**config.mk**
```make
export PLATFORM = sky130hd
export DESIGN_NAME = vx_dcache_rsp_arb_buf_flat
export DESIGN_NICKNAME = d
export VERILOG_FILES = /design/src/rtl/vx_dcache_rsp_arb_buf_if.sv /design/src/rtl/vx_dcache_rsp_arb_buf.sv /design/src/flat_wrapper.sv
export SDC_FILE = /design/constraint.sdc
export NUM_CORES = 1
export LEC_CHECK = 0
export ABC_CLOCK_PERIOD_IN_PS = 5080
export CAP_MARGIN = 20
export CORE_ASPECT_RATIO = 0.9
export CORE_MARGIN = 4
export CORE_UTILIZATION = 25
export CTS_CLUSTER_SIZE = 14
export DETAILED_ROUTE_END_ITERATION = 6
export HOLD_SLACK_MARGIN = 0.02
export SYNTH_ARGS = -nofsm -noshare
export SYNTH_HDL_FRONTEND = slang
export SYNTH_SLANG_ARGS = --single-unit
export TNS_END_PERCENT = 20
```
**constraint.sdc**
```tcl
create_clock -name clk -period 5.08 [get_ports clk]
set_clock_uncertainty 0.2 [all_clocks]
set_input_delay 1.016 -clock clk [delete_from_list [all_inputs] [get_ports clk]]
set_output_delay 1.016 -clock clk [all_outputs]
set_load 0.005 [all_outputs]
```
**src/rtl/vx_dcache_rsp_arb_buf_if.sv**
```systemverilog
// Response bundle between D-cache producers and the merged LSU response port.
// The master side drives the per-input streams and consumes the merged output;
// the slave side is the arbiter/buffer.
interface vx_dcache_rsp_arb_buf_if #(
    parameter int NUM_INPUTS = 2,
    parameter int NUM_REQS   = 4,
    parameter int WORD_SIZE  = 4,
    parameter int TAG_WIDTH  = 8
) ();
    localparam int WORD_W = 8 * WORD_SIZE;
    localparam int SEL_W  = $clog2(NUM_INPUTS);

    logic [NUM_INPUTS-1:0]                 in_valid;
    logic [NUM_INPUTS*NUM_REQS-1:0]        in_tmask;
    logic [NUM_INPUTS*NUM_REQS*WORD_W-1:0] in_data;
    logic [NUM_INPUTS*TAG_WIDTH-1:0]       in_tag;
    logic [NUM_INPUTS-1:0]                 in_ready;

    logic                                  out_valid;
    logic [NUM_REQS-1:0]                   out_tmask;
    logic [NUM_REQS*WORD_W-1:0]            out_data;
    logic [TAG_WIDTH-1:0]                  out_tag;
    logic [SEL_W-1:0]                      out_sel;
    logic                                  out_ready;

    modport master (
        output in_valid, in_tmask, in_data, in_tag,
        input  in_ready,
        input  out_valid, out_tmask, out_data, out_tag, out_sel,
        output out_ready
    );

    modport slave (
        input  in_valid, in_tmask, in_data, in_tag,
        output in_ready,
        output out_valid, out_tmask, out_data, out_tag, out_sel,
        input  out_ready
    );
endinterface

```
**src/rtl/vx_dcache_rsp_arb_buf.sv**
```systemverilog
// Buffered N:1 round-robin arbiter for D-cache response streams.
// Each input owns a small FIFO; the arbiter drains the FIFOs into a single
// registered output. Responses with an all-zero lane mask are accepted and dropped.
module vx_dcache_rsp_arb_buf #(
    parameter int NUM_INPUTS = 2,
    parameter int NUM_REQS   = 4,
    parameter int WORD_SIZE  = 4,
    parameter int TAG_WIDTH  = 8,
    parameter int DEPTH      = 4
) (
    input  logic                    clk,
    input  logic                    reset,
    vx_dcache_rsp_arb_buf_if.slave  rsp
);
    localparam int WORD_W = 8 * WORD_SIZE;
    localparam int DATA_W = NUM_REQS * WORD_W;
    localparam int AW     = $clog2(DEPTH);
    localparam int SEL_W  = $clog2(NUM_INPUTS);

    logic [AW:0]           wr_ptr    [NUM_INPUTS];
    logic [AW:0]           rd_ptr    [NUM_INPUTS];
    logic [NUM_REQS-1:0]   tmask_mem [NUM_INPUTS][DEPTH];
    logic [DATA_W-1:0]     data_mem  [NUM_INPUTS][DEPTH];
    logic [TAG_WIDTH-1:0]  tag_mem   [NUM_INPUTS][DEPTH];

    logic [NUM_INPUTS-1:0] full;
    logic [NUM_INPUTS-1:0] empty;
    logic [NUM_INPUTS-1:0] push;
    logic [NUM_INPUTS-1:0] pop;

    logic [SEL_W-1:0]      rr_ptr;
    logic [SEL_W-1:0]      cand;
    logic [SEL_W-1:0]      grant_idx;
    logic [SEL_W-1:0]      next_rr;
    logic                  grant_any;
    logic                  load;

    logic                  out_valid_q;
    logic [NUM_REQS-1:0]   out_tmask_q;
    logic [DATA_W-1:0]     out_data_q;
    logic [TAG_WIDTH-1:0]  out_tag_q;
    logic [SEL_W-1:0]      out_sel_q;

    // Modular increment of an input index (NUM_INPUTS need not be a power of 2).
    function automatic logic [SEL_W-1:0] wrap_add(input logic [SEL_W-1:0] base, input int off);
        int sum;
        sum = int'(base) + off;
        if (sum >= NUM_INPUTS) sum = sum - NUM_INPUTS;
        return SEL_W'(sum);
    endfunction

    // FIFO status and push qualification; empty-mask responses complete the handshake but are not stored.
    always_comb begin
        for (int i = 0; i < NUM_INPUTS; i++) begin
            full[i]  = (wr_ptr[i] - rd_ptr[i]) == (AW+1)'(DEPTH);
            empty[i] = (wr_ptr[i] == rd_ptr[i]);
            push[i]  = rsp.in_valid[i] && !full[i] && reset
                       && (|rsp.in_tmask[i*NUM_REQS +: NUM_REQS]);
        end
    end

    // Readiness depends only on FIFO occupancy (and reset), never on out_ready.
    assign rsp.in_ready = ~full & {NUM_INPUTS{reset}};

    // Round-robin scan starting at rr_ptr; first non-empty FIFO wins.
    always_comb begin
        grant_any = 1'b0;
        grant_idx = '0;
        cand      = '0;
        for (int k = 0; k < NUM_INPUTS; k++) begin
            cand = wrap_add(rr_ptr, k);
            if (!grant_any && !empty[cand]) begin
                grant_any = 1'b1;
                grant_idx = cand;
            end
        end
        next_rr = wrap_add(grant_idx, 1);
        load    = grant_any && (!out_valid_q || rsp.out_ready);
        for (int i = 0; i < NUM_INPUTS; i++) begin
            pop[i] = load && (grant_idx == SEL_W'(i));
        end
    end

    // FIFO pointers; a reset empties every FIFO.
    always_ff @(posedge clk or negedge reset) begin
        if (!reset) begin
            for (int i = 0; i < NUM_INPUTS; i++) begin
                wr_ptr[i] <= '0;
                rd_ptr[i] <= '0;
            end
        end else begin
            for (int i = 0; i < NUM_INPUTS; i++) begin
                if (push[i]) wr_ptr[i] <= wr_ptr[i] + (AW+1)'(1);
                if (pop[i])  rd_ptr[i] <= rd_ptr[i] + (AW+1)'(1);
            end
        end
    end

    // FIFO storage; contents are only meaningful between the pointers, so no reset.
    always_ff @(posedge clk) begin
        for (int i = 0; i < NUM_INPUTS; i++) begin
            if (push[i]) begin
                tmask_mem[i][wr_ptr[i][AW-1:0]] <= rsp.in_tmask[i*NUM_REQS +: NUM_REQS];
                data_mem[i][wr_ptr[i][AW-1:0]]  <= rsp.in_data[i*DATA_W +: DATA_W];
                tag_mem[i][wr_ptr[i][AW-1:0]]   <= rsp.in_tag[i*TAG_WIDTH +: TAG_WIDTH];
            end
        end
    end

    // Output register and RR pointer; holds while stalled, drops valid when drained.
    always_ff @(posedge clk or negedge reset) begin
        if (!reset) begin
            out_valid_q <= 1'b0;
            out_tmask_q <= '0;
            out_data_q  <= '0;
            out_tag_q   <= '0;
            out_sel_q   <= '0;
            rr_ptr      <= '0;
        end else if (load) begin
            out_valid_q <= 1'b1;
            out_tmask_q <= tmask_mem[grant_idx][rd_ptr[grant_idx][AW-1:0]];
            out_data_q  <= data_mem[grant_idx][rd_ptr[grant_idx][AW-1:0]];
            out_tag_q   <= tag_mem[grant_idx][rd_ptr[grant_idx][AW-1:0]];
            out_sel_q   <= grant_idx;
            rr_ptr      <= next_rr;
        end else if (rsp.out_ready) begin
            out_valid_q <= 1'b0;
        end
    end

    assign rsp.out_valid = out_valid_q;
    assign rsp.out_tmask = out_tmask_q;
    assign rsp.out_data  = out_data_q;
    assign rsp.out_tag   = out_tag_q;
    assign rsp.out_sel   = out_sel_q;
endmodule
```
**src/flat_wrapper.sv**
```systemverilog
// flat-port wrapper written by rule: the top's interface ports become plain ports
module vx_dcache_rsp_arb_buf_flat 
#(
    parameter int NUM_INPUTS = 2,
    parameter int NUM_REQS   = 4,
    parameter int WORD_SIZE  = 4,
    parameter int TAG_WIDTH  = 8,
    parameter int DEPTH      = 4
)
  (clk, reset, rsp_in_valid, rsp_in_tmask, rsp_in_data, rsp_in_tag, rsp_in_ready, rsp_out_valid, rsp_out_tmask, rsp_out_data, rsp_out_tag, rsp_out_sel, rsp_out_ready);
  vx_dcache_rsp_arb_buf_if #(.NUM_INPUTS(NUM_INPUTS), .NUM_REQS(NUM_REQS), .WORD_SIZE(WORD_SIZE), .TAG_WIDTH(TAG_WIDTH)) rsp_i ();
  input  logic clk;
  input  logic reset;
  input wire logic [$bits(rsp_i.in_valid)-1:0] rsp_in_valid;
  input wire logic [$bits(rsp_i.in_tmask)-1:0] rsp_in_tmask;
  input wire logic [$bits(rsp_i.in_data)-1:0] rsp_in_data;
  input wire logic [$bits(rsp_i.in_tag)-1:0] rsp_in_tag;
  output wire logic [$bits(rsp_i.in_ready)-1:0] rsp_in_ready;
  output wire logic [$bits(rsp_i.out_valid)-1:0] rsp_out_valid;
  output wire logic [$bits(rsp_i.out_tmask)-1:0] rsp_out_tmask;
  output wire logic [$bits(rsp_i.out_data)-1:0] rsp_out_data;
  output wire logic [$bits(rsp_i.out_tag)-1:0] rsp_out_tag;
  output wire logic [$bits(rsp_i.out_sel)-1:0] rsp_out_sel;
  input wire logic [$bits(rsp_i.out_ready)-1:0] rsp_out_ready;
  assign rsp_i.in_valid = rsp_in_valid;
  assign rsp_i.in_tmask = rsp_in_tmask;
  assign rsp_i.in_data = rsp_in_data;
  assign rsp_i.in_tag = rsp_in_tag;
  assign rsp_in_ready = rsp_i.in_ready;
  assign rsp_out_valid = rsp_i.out_valid;
  assign rsp_out_tmask = rsp_i.out_tmask;
  assign rsp_out_data = rsp_i.out_data;
  assign rsp_out_tag = rsp_i.out_tag;
  assign rsp_out_sel = rsp_i.out_sel;
  assign rsp_i.out_ready = rsp_out_ready;
  vx_dcache_rsp_arb_buf #(.NUM_INPUTS(NUM_INPUTS), .NUM_REQS(NUM_REQS), .WORD_SIZE(WORD_SIZE), .TAG_WIDTH(TAG_WIDTH), .DEPTH(DEPTH)) u_core (.clk(clk), .reset(reset), .rsp(rsp_i));
endmodule
```
==> metrics.csv, run 1 <==
stage,metric,value,unit
sta,RSZ-0062 raised after global routing,false,
placed_design,Placer Congestion,0.731,
cts,CTS tree,built,
cts,Sink Count,1275,
die,Initial Util,0.252,
worst_setup_path,slowest CP cell,clkdlybuf4s50_1,
yosys,"top cells by area, synth","edfxtp_1 68%, dfrtp_1 7.8%, mux2_2 6.4%",
detailed_routing,"antenna viol nets, final",0,
placed_design,dpl cell area,0.0571,mm²
worst_hold_path,Worst Hold Depth,2,
power_and_ir_drop,PD cells,615,mW/mm²
cts,Max H-tree Level,4,
worst_hold_path,Hold Startpoint,u_core.rsp.out_data[113]$_DFFE_PN0P_,
placed_design,IO buf count,428,
detailed_routing,WL per Instance,23.8,µm
grt,initial antenna violation count,26,
placed_design,placed cells,5822,
worst_setup_path,element type at the critical path end,output pin,
detailed_routing,number of DRC markers in iteration 0,2048,
sta,final setup fails,0,
yosys,ys async rst share,0.122,
worst_setup_path,crit path launch type,primary input,
detailed_routing,drt drc,0,
sta,max-slew violations,0,
worst_hold_path,Worst Hold End,u_core.rsp.out_data[113]$_DFFE_PN0P_,
cells_and_area,Fillers,19010,
yosys,syn nets,3262,
grt,number of global-route vias before repair,29103,
yosys,Post-Syn Area per Cell,16.7,µm²
detailed_routing,Via density,4.62,
cts,Root Driver,clkbuf_16,
cells_and_area,final net count,3691,
sta,final worst-path cycle share,0.837,
outcome,outcome,"finished, final reports clean",
sta,Hold WS,0.285,ns
yosys,Mapped Cells,2963,
grt,total track usage,0.137,
sta,Final Hold Fails,0,
worst_setup_path,R2R cell count,5,
cells_and_area,design area,0.0618,mm²
yosys,"flops & latches, synth",1275,
cts,Num CTS Buffers,141,
cts,CTS Buffer Depth,3,
cells_and_area,ratio of cells with drive above 1 in the final layout,0.164,
die,die area,0.205,mm²
grt,final global-route overflow total,0,
sta,Worst Tran Pin Value,1.21,ns
worst_setup_path,Worst path max stage delay,0.58,ns
worst_setup_path,Worst EP arrival,3.04,ns
die,# IOs,429,
die,Die Wd,477,µm
yosys,register area share after synthesis,0.758,
cts,Resized Gates After CTS,0,
cells_and_area,Layout Cells excl Fill,6091,
yosys,"EDFF count, synth",1120,
worst_setup_path,r2r setup slk,1.41,ns
cells_and_area,post-layout util,0.315,
yosys,post-synth top area cell,edfxtp_1,
worst_setup_path,worst-path fanout max,25,
sta,crit path time final,4.25,ns
worst_setup_path,CP required,3.86,ns
detailed_routing,"wirelength, routed",145,mm
yosys,count of different cell masters after synthesis,34,
cells_and_area,area delta synth->final,24.9,%
yosys,most frequent cell after synthesis,edfxtp_1,
die,Core Region,0.196,mm²
yosys,Synth top area share,0.679,
detailed_routing,DR pass1 iterations,5,
yosys,synth cell count leaders,"1120 x edfxtp_1, 562 x a21oi_1, 281 x mux2_2, 280 x mux2i_1, 155 x dfrtp_1",
grt,global-route wire length before repair,207,mm
worst_setup_path,Crit Reg-Reg Endpoint,u_core.data_mem[1][51]$_DFFE_PP_,
cts,latest clock arrival within the worst-skew pair,0.78,ns
cts,postcts setup bufs,0,
yosys,synthesized area,0.0495,mm²
yosys,"Top FF cell, synth",edfxtp_1,
sta,Slew HR,0.193,
worst_setup_path,RR Startpoint,u_core.rd_ptr[0]$_DFFE_PN0P_,
die,die height,430,µm
placed_design,Final HPWL DP,86.1,mm
grt,pin count of the biggest net entering global routing,161,
run,maxcap violations,0,
cts,CTS clock-pin slew for the worst setup and hold paths,0.06,ns
yosys,YS warnings,0,
worst_setup_path,critical-path cell list,"dlygate4sd3_1, clkbuf_8, inv_1, a31oi_1, clkdlybuf4s50_1",
worst_hold_path,HP Class,reg -> reg,
sta,Max Fclk,235,MHz
worst_setup_path,Crit Path Class,in -> out,
power_and_ir_drop,Leak Pwr,20.8,nW
detailed_routing,via count,28134,
power_and_ir_drop,worst vdd ir,0.000778,V
die,Cell Rows,154,
## worst max path at each step
stage                                       from                                end  slack, ns  cells past startpoint
floorplan           u_core.rd_ptr[1]$_DFFE_PN0P_  u_core.data_mem[1][256]$_DFFE_PP_      -0.50                      7
global placement                 rsp_in_tmask[4]   u_core.data_mem[1][64]$_DFFE_PP_       0.74                      5
detailed placement               rsp_in_tmask[4]   u_core.data_mem[1][64]$_DFFE_PP_       0.69                      5
CTS                                        reset                    rsp_in_ready[0]       0.78                      5
global route                               reset                    rsp_in_ready[0]       0.71                      5
finish                                     reset                    rsp_in_ready[0]       0.83                      5
## final cells by class
type	instances	area [µm²]	share of cell area
Clock buffer	198	3970	0.0641
Clock inverter	60	693	0.0112
Sequential cell	1275	37500	0.607
Inverter	9	33.8	0.000546
Antenna cell	10	25.0	0.000405
Multi-Input combinational cell	1475	11200	0.181
Timing Repair Buffer	490	5150	0.0834
Tap cell	2574	3220	0.0521
## placed cells by master (no fill, tap or decap), drive strengths merged, types with 2 or more instances in the layout
cell / instances
xor2: 4
inv: 18
a32oi: 3
buf: 62
clkinvlp: 5
edfxtp: 1120
diode: 10
a21oi: 563
a21o: 2
bufinv: 10
xnor2: 8
o21ai: 4
ha: 14
o221ai: 140
o41ai: 2
nor2b: 2
mux2i: 280
clkinv: 36
nor2: 6
dfrtp: 155
nand3: 2
and2: 11
nand2: 146
clkdlybuf4s50: 426
mux2: 281
nand2b: 2
clkbuf: 199
## repair_timing
action | 4_1_cts | 5_1_grt
endpoints found under the setup margin | 0 | 0
hold buffers | 1 | 0
endpoints found under the hold margin | 23 | 0
## layer usage
metal  wire length (µm)  GRT usage  vias to the layer above
li1                   -          -                    12515
met1              59600      0.169                    14497
met2              73600      0.239                      879
met3               7650     0.0284                      233
met4               3730     0.0452                       10
met5                 57          0                        -
## kinds of logic after synthesis
kind of cell	synth area share
flip-flops	0.758
AO/OA/AOI/OAI	0.0847
multiplexers	0.121
buffers and inverters	0.0176
AND/OR/NAND/NOR	0.0137
adder cells (fa/ha/maj)	0.00354
XOR/XNOR	0.00227
## sequential cells by signal, indices dropped and copies added, names as in the netlist, 4 cells and up
register	cells
u_core.rsp.out_data	128
u_core.data_mem	1024
u_core.wr_ptr	6
u_core.rsp.out_tag	8
u_core.rd_ptr	6
u_core.tag_mem	64
u_core.rsp.out_tmask	4
u_core.tmask_mem	32
## through the flow
stage,power [mW],setup WS [ns],setup TNS (ns)
detailed placement,28.1,0.695,0
finish,38.0,0.827,0
global placement,28.0,0.738,0
floorplan,22.6,-0.503,-367.31
CTS,38.4,0.778,0
global route,40.0,0.713,0
## critical path, delay by kind of cell
family | cells | cell delay [ns]
buffers and inverters | 4 | 1.65
AO/OA/AOI/OAI | 1 | 0.36
## power by group
part | switching (mW) | total, mW | leakage [nW] | internal [mW]
Combinational | 8.52 | 13.8 | 6.48 | 5.27
Clock | 4.23 | 10.2 | 2.26 | 6.00
Sequential | 0.770 | 14.0 | 12.1 | 13.2
Note: power is estimated with default switching activity, not from simulation.
==> run 2: changes to the inputs <==
--- a/config.mk
+++ b/config.mk
@@ -5,7 +5,7 @@
 export SDC_FILE = /design/constraint.sdc
 export NUM_CORES = 1
 export LEC_CHECK = 0
-export ABC_CLOCK_PERIOD_IN_PS = 5080
+export ABC_CLOCK_PERIOD_IN_PS = 4400
 export CAP_MARGIN = 20
 export CORE_ASPECT_RATIO = 0.9
 export CORE_MARGIN = 4
==> constraint.sdc (replaced) <==
create_clock -name clk -period 4.4 [get_ports clk]
set_clock_uncertainty 0.2 [all_clocks]
set_input_delay 0.88 -clock clk [delete_from_list [all_inputs] [get_ports clk]]
set_output_delay 0.88 -clock clk [all_outputs]
set_load 0.005 [all_outputs]
==> run 2 against run 1 <==
Hold slack better by 0.0029 ns. Via count is 0.12% higher. Total power is 16% higher. Critical endpoint unchanged.
==> metrics.csv, run 2 (synthesized netlist as in run 1, its figures left out) <==
stage,metric,value,unit,change
outcome,outcome,"finished, final reports clean",,
cts,Root Driver,clkbuf_16,,
die,Cell Rows,154,,unchanged
sta,final worst-path cycle share,0.852,,
worst_setup_path,crit path launch type,flop,,
sta,final setup fails,0,,unchanged
worst_setup_path,R2R cell count,8,,+3
sta,max-slew violations,0,,unchanged
placed_design,pre-CTS setup slack,0.327,ns,-0.368 ns
placed_design,Placer Congestion,0.770,,+5.3%
detailed_routing,DR pass1 iterations,5,,unchanged
power_and_ir_drop,Leak Pwr,20.8,nW,about the same
worst_setup_path,Crit Path Class,reg -> out,,
worst_setup_path,Crit Reg-Reg Endpoint,u_core.rsp.out_data[42]$_DFFE_PN0P_,,
detailed_routing,"wirelength, routed",148,mm,+2.1%
worst_setup_path,element type at the critical path end,output pin,,
worst_hold_path,HP Class,reg -> reg,,
worst_hold_path,Hold Startpoint,u_core.rsp.out_data[17]$_DFFE_PN0P_,,
cts,Sink Count,1275,,unchanged
worst_hold_path,Worst Hold End,u_core.rsp.out_data[17]$_DFFE_PN0P_,,
sta,Hold WS,0.288,ns,+0.00292 ns
worst_setup_path,worst-path fanout max,2,,-92%
power_and_ir_drop,worst vdd ir,0.000910,V,+17%
placed_design,IO buf count,428,,unchanged
detailed_routing,Via density,4.61,,-0.17%
sta,Final TNS setup,0,ns,unchanged
die,Die Wd,477,µm,unchanged
cells_and_area,ratio of cells with drive above 1 in the final layout,0.164,,about the same
grt,total track usage,0.140,,+0.00254
cells_and_area,most frequent cells in the layout,"1120 x edfxtp_1, 562 x a21oi_1, 426 x clkdlybuf4s50_1",,
die,Core Region,0.196,mm²,unchanged
placed_design,Final HPWL DP,91.8,mm,+6.6%
cts,Resized Gates After CTS,0,,unchanged
sta,Max Fclk,267,MHz,
worst_setup_path,Worst EP arrival,2.67,ns,-0.37 ns
detailed_routing,"antenna viol nets, final",0,,unchanged
cts,Num CTS Buffers,136,,-3.5%
worst_setup_path,RR Startpoint,u_core.rd_ptr[1]$_DFFE_PN0P_,,
cells_and_area,final net count,3705,,+0.38%
cts,CTS tree,built,,
worst_setup_path,r2r setup slk,0.92,ns,-0.49 ns
die,Initial Util,0.252,,unchanged
sta,Worst Tran Pin Value,1.11,ns,-0.103 ns
grt,pin count of the biggest net entering global routing,143,,-11%
cts,latest clock arrival within the worst-skew pair,0.78,ns,about the same
detailed_routing,via count,28169,,+0.12%
cts,CTS clock-pin slew for the worst setup and hold paths,0.06,ns,about the same
cells_and_area,Largest register FFs,1024,,unchanged
grt,initial antenna violation count,28,,+7.7%
cells_and_area,design area,0.0618,mm²,about the same
sta,crit path time final,3.75,ns,
cts,CTS Buffer Depth,3,,unchanged
worst_hold_path,Worst Hold Depth,2,,unchanged
detailed_routing,drt drc,0,,unchanged
cells_and_area,area delta synth->final,24.8,%,about the same
cts,Max H-tree Level,4,,unchanged
cells_and_area,Fillers,19056,,+0.24%
sta,Slew HR,0.261,,+0.0686
die,# IOs,429,,unchanged
sta,setup ws final,0.651,ns,-0.176 ns
detailed_routing,number of DRC markers in iteration 0,2138,,+4.4%
die,die height,430,µm,unchanged
cells_and_area,"leading cell type in the layout, fill and taps excluded",edfxtp_1,,
grt,number of global-route vias before repair,28986,,-0.40%
run,maxcap violations,0,,unchanged
grt,final global-route overflow total,0,,unchanged
power_and_ir_drop,PD cells,712,mW/mm²,+16%
sta,Final Hold Fails,0,,unchanged
worst_setup_path,CP required,3.32,ns,-0.54 ns
sta,RSZ-0062 raised after global routing,false,,
grt,global-route wire length before repair,210,mm,+1.2%
placed_design,dpl cell area,0.0573,mm²,+0.27%
die,die area,0.205,mm²,unchanged
detailed_routing,WL per Instance,24.2,µm,+1.8%
==> run 2: changes by cell type in the layout (fill, tap and decap cells not counted), moves of 2 or more <==
cell | previous run | this run
buf_4 | 30 | 48
clkinv_16 | 0 | 2
clkbuf_8 | 19 | 6
diode_2 | 10 | 19
clkbuf_16 | 143 | 140
clkinv_1 | 15 | 17
clkbuf_1 | 37 | 42
==> run 2: worst max-delay path, cell delays in order, from the launching register on <==
cell and delay [ns]:
dfrtp_4 0.40, inv_1 0.07, ha_1 0.18, nand2b_1 0.15
xnor2_1 0.15, a31oi_1 0.36, clkdlybuf4s50_1 0.58
==> run 2: power breakdown <==
group / leakage (nW) / internal [mW] / switching, mW / total, mW
registers: 12.1 / 15.3 / 0.890 / 16.2
clock network: 2.15 / 6.64 / 4.82 / 11.5
logic: 6.58 / 6.22 / 10.2 / 16.4
total: 20.8 / 28.1 / 15.9 / 44.0
==> run 2: cell type report <==
class	instances	area, µm²	share of cell area
multi-input cells	1475	11200	0.181
flip-flops and latches	1275	37500	0.607
diodes	19	47.5	0.000769
clock buffers	187	3730	0.0603
well taps	2574	3220	0.0521
clock inverters	61	731	0.0118
repair buffers	509	5310	0.0859
inverters	9	33.8	0.000547
==> run 2: repair_timing <==
action | 4_1_cts | 5_1_grt
endpoints found under the hold margin | 21 | 0
hold buffers | 1 | 0
buffers inserted | 0 | 0
==> run 2: worst max path at each step <==
stage,startpoint,endpoint,slack (ns),cells past startpoint
5_1_grt,u_core.wr_ptr[3]$_DFFE_PN0P_,rsp_in_ready[0],0.50,6
6_report,u_core.rd_ptr[4]$_DFFE_PN0P_,rsp_in_ready[0],0.65,6
4_1_cts,u_core.wr_ptr[3]$_DFFE_PN0P_,rsp_in_ready[0],0.55,6
3_5_place_dp,rsp_in_tmask[3],u_core.data_mem[0][170]$_DFFE_PP_,0.33,5
2_1_floorplan,u_core.rd_ptr[1]$_DFFE_PN0P_,u_core.data_mem[1][256]$_DFFE_PP_,-1.18,7
3_3_place_gp,rsp_in_tmask[3],u_core.data_mem[0][167]$_DFFE_PP_,0.35,5
==> run 2: metrics by stage <==
stage                      util  std cells  total power [mW]
after floorplan               -       2963              26.1
after global placement    0.292       5841              32.8
after detailed placement  0.292       5841              33.0
after CTS                 0.315       6090              44.5
after global routing      0.315       6098              46.2
final                     0.315       6109              44.0
==> run 2: metal layers <==
layer,track usage,vias up,routed length [µm]
met5,0,-,66
met4,0.0514,10,4760
met3,0.0354,215,8820
met2,0.235,894,73100
met1,0.173,14512,60900
li1,-,12538,-
==> run 3: changes to the inputs <==
--- a/config.mk
+++ b/config.mk
@@ -10,6 +10,7 @@
 export CORE_ASPECT_RATIO = 0.9
 export CORE_MARGIN = 4
 export CORE_UTILIZATION = 25
+export CTS_BUF_LIST = sky130_fd_sc_hd__clkbuf_2 sky130_fd_sc_hd__clkbuf_4 sky130_fd_sc_hd__clkbuf_8
 export CTS_CLUSTER_SIZE = 14
 export DETAILED_ROUTE_END_ITERATION = 6
 export HOLD_SLACK_MARGIN = 0.02
==> run 3 against run 2 <==
Flip-flop and latch count unchanged. Highest routed layer unchanged. Global-route usage up 0.061 points. First-iteration DRC count up 0.65%. Hold slack lost 0.0040 ns. Largest cell class unchanged. Total power decreased by 1.1%. Largest power group unchanged. Fmax is 4.7% lower.
==> metrics.csv, run 3 (synthesized netlist as in run 1, its figures left out) <==
stage,metric,value,unit,change
outcome,outcome,"finished, final reports clean",,
grt,initial antenna violation count,29,,+3.6%
detailed_routing,"antenna viol nets, final",0,,unchanged
cts,CTS tree,built,,
sta,RSZ-0062 raised after global routing,false,,
cells_and_area,ratio of cells with drive above 1 in the final layout,0.205,,+0.0409
cells_and_area,area delta synth->final,24.9,%,about the same
worst_setup_path,CP required,3.32,ns,about the same
cts,Root Driver,clkbuf_8,,
cells_and_area,post-layout util,0.315,,about the same
cts,CTS Buffer Depth,3,,unchanged
detailed_routing,drt drc,0,,unchanged
grt,pin count of the biggest net entering global routing,143,,unchanged
power_and_ir_drop,worst vdd ir,0.000902,V,-0.80%
sta,Slew HR,0.270,,+0.00825
grt,number of global-route vias before repair,29473,,+1.7%
detailed_routing,Via density,4.57,,-0.96%
die,# IOs,429,,unchanged
die,die area,0.205,mm²,unchanged
grt,final global-route overflow total,0,,unchanged
cts,CTS Hold Bufs,1,,unchanged
worst_setup_path,worst-path fanout max,4,,+2
placed_design,Final HPWL DP,91.8,mm,unchanged
cells_and_area,Fillers,19126,,+0.37%
sta,max-slew violations,0,,unchanged
cts,Num CTS Buffers,209,,+54%
sta,Worst Tran Pin Value,1.10,ns,-0.0124 ns
power_and_ir_drop,Leak Pwr,21.0,nW,+1.1%
cts,Max H-tree Level,4,,unchanged
sta,final setup fails,0,,unchanged
detailed_routing,DR pass1 iterations,5,,unchanged
placed_design,IO buf count,428,,unchanged
cells_and_area,"leading cell type in the layout, fill and taps excluded",edfxtp_1,,
die,Cell Rows,154,,unchanged
cts,CTS clock-pin slew for the worst setup and hold paths,0.06,ns,about the same
die,Core Region,0.196,mm²,unchanged
die,Die Wd,477,µm,unchanged
cells_and_area,design area,0.0619,mm²,about the same
worst_setup_path,Worst EP arrival,2.85,ns,+0.18 ns
detailed_routing,"wirelength, routed",149,mm,+0.61%
worst_setup_path,crit path launch type,flop,,
sta,Hold WS,0.284,ns,-0.00404 ns
cts,Resized Gates After CTS,0,,unchanged
sta,Max Fclk,254,MHz,-4.7%
detailed_routing,number of DRC markers in iteration 0,2152,,+0.65%
detailed_routing,WL per Instance,23.7,µm,-1.8%
run,maxcap violations,0,,unchanged
sta,crit path time final,3.93,ns,+0.184 ns
die,die height,430,µm,unchanged
sta,Final Hold Fails,0,,unchanged
detailed_routing,via count,28583,,+1.5%
cells_and_area,Largest register FFs,1024,,unchanged
cells_and_area,final net count,3778,,+2.0%
worst_hold_path,HP Class,reg -> reg,,
power_and_ir_drop,PD cells,704,mW/mm²,-1.2%
sta,final worst-path cycle share,0.894,,+0.0417
placed_design,Placer Congestion,0.770,,unchanged
cts,Sink Count,1275,,unchanged
grt,global-route wire length before repair,211,mm,+0.67%
grt,total track usage,0.140,,+0.000613
worst_setup_path,Crit Path Class,reg -> out,,
cts,postcts setup bufs,0,,unchanged
worst_setup_path,element type at the critical path end,output pin,,
power_and_ir_drop,Final Total Pwr,43.5,mW,-1.1%
placed_design,dpl cell area,0.0573,mm²,unchanged
cells_and_area,most frequent cells in the layout,"1120 x edfxtp_1, 562 x a21oi_1, 426 x clkdlybuf4s50_1",,
cts,latest clock arrival within the worst-skew pair,0.99,ns,+0.21 ns
die,Initial Util,0.252,,unchanged
==> run 3: cell types whose count changed in the layout (fill, tap and decap cells not counted), sizes merged <==
cell / change
clkbuf: +133
clkinv: +13
bufinv: -4
inv: +4
diode: +3
clkinvlp: +1
==> run 3: stage by stage <==
stage          instances  TNS, ns  setup slack [ns]
6_report            6259        0             0.467
5_1_grt             6247        0             0.241
4_1_cts             6237        0             0.268
3_5_place_dp        5841        0             0.327
3_3_place_gp        5841        0             0.351
2_1_floorplan       2963  -898.35             -1.18
==> run 3: path summary, 6_finish.rpt <==
path	from	endpoint	slack (ns)	cells after the start
worst max-delay path	u_core.wr_ptr[3]$_DFFE_PN0P_	rsp_in_ready[0]	0.47	6
worst min-delay path	u_core.rsp.out_data[17]$_DFFE_PN0P_	u_core.rsp.out_data[17]$_DFFE_PN0P_	0.28	2
worst max register to register	u_core.rd_ptr[1]$_DFFE_PN0P_	u_core.rsp.out_data[56]$_DFFE_PN0P_	0.91	8
worst min register to register	u_core.rsp.out_data[17]$_DFFE_PN0P_	u_core.rsp.out_data[17]$_DFFE_PN0P_	0.28	2
max in group asynchronous	reset	u_core.rsp.out_data[112]$_DFFE_PN0P_	2.10	4
min in group asynchronous	reset	u_core.rsp.out_data[31]$_DFFE_PN0P_	0.37	3
==> run 3: area by class of cell <==
cell class                 count  area (µm²)  share of cell area
sequential                  1275       37500               0.607
multi-input combinational   1475       11200               0.181
timing repair buffer         509        5310              0.0858
clock buffer                 320        3830              0.0619
tap                         2574        3220              0.0521
clock inverter                75         667              0.0108
antenna                       22        55.1            0.000890
inverter                       9        33.8            0.000546
==> run 3: critical path: stages (launching register included) <==
cell and delay, ns:
dfrtp_1 0.41, inv_1 0.15, ha_1 0.17, nand2b_1 0.07, xnor2_1 0.15, a31oi_1 0.34
clkdlybuf4s50_1 0.57
==> run 3: power breakdown <==
group          internal, mW  leakage [nW]  total [mW]  switching, mW
sequential             15.3          12.1        16.2          0.891
clock                  6.03          2.37        10.9           4.91
combinational          6.22          6.58        16.4           10.2
==> run 3: metal layers <==
| metal | GRT usage | part of all wire | vias to the layer above |
|---|---|---|---|
| met4 | 0.0504 | 0.027 | 10 |
| li1 | - | - | 12757 |
| met2 | 0.236 | 0.50 | 917 |
| met5 | 0 | 0.00041 | - |
| met1 | 0.174 | 0.42 | 14685 |
| met3 | 0.0362 | 0.060 | 214 |
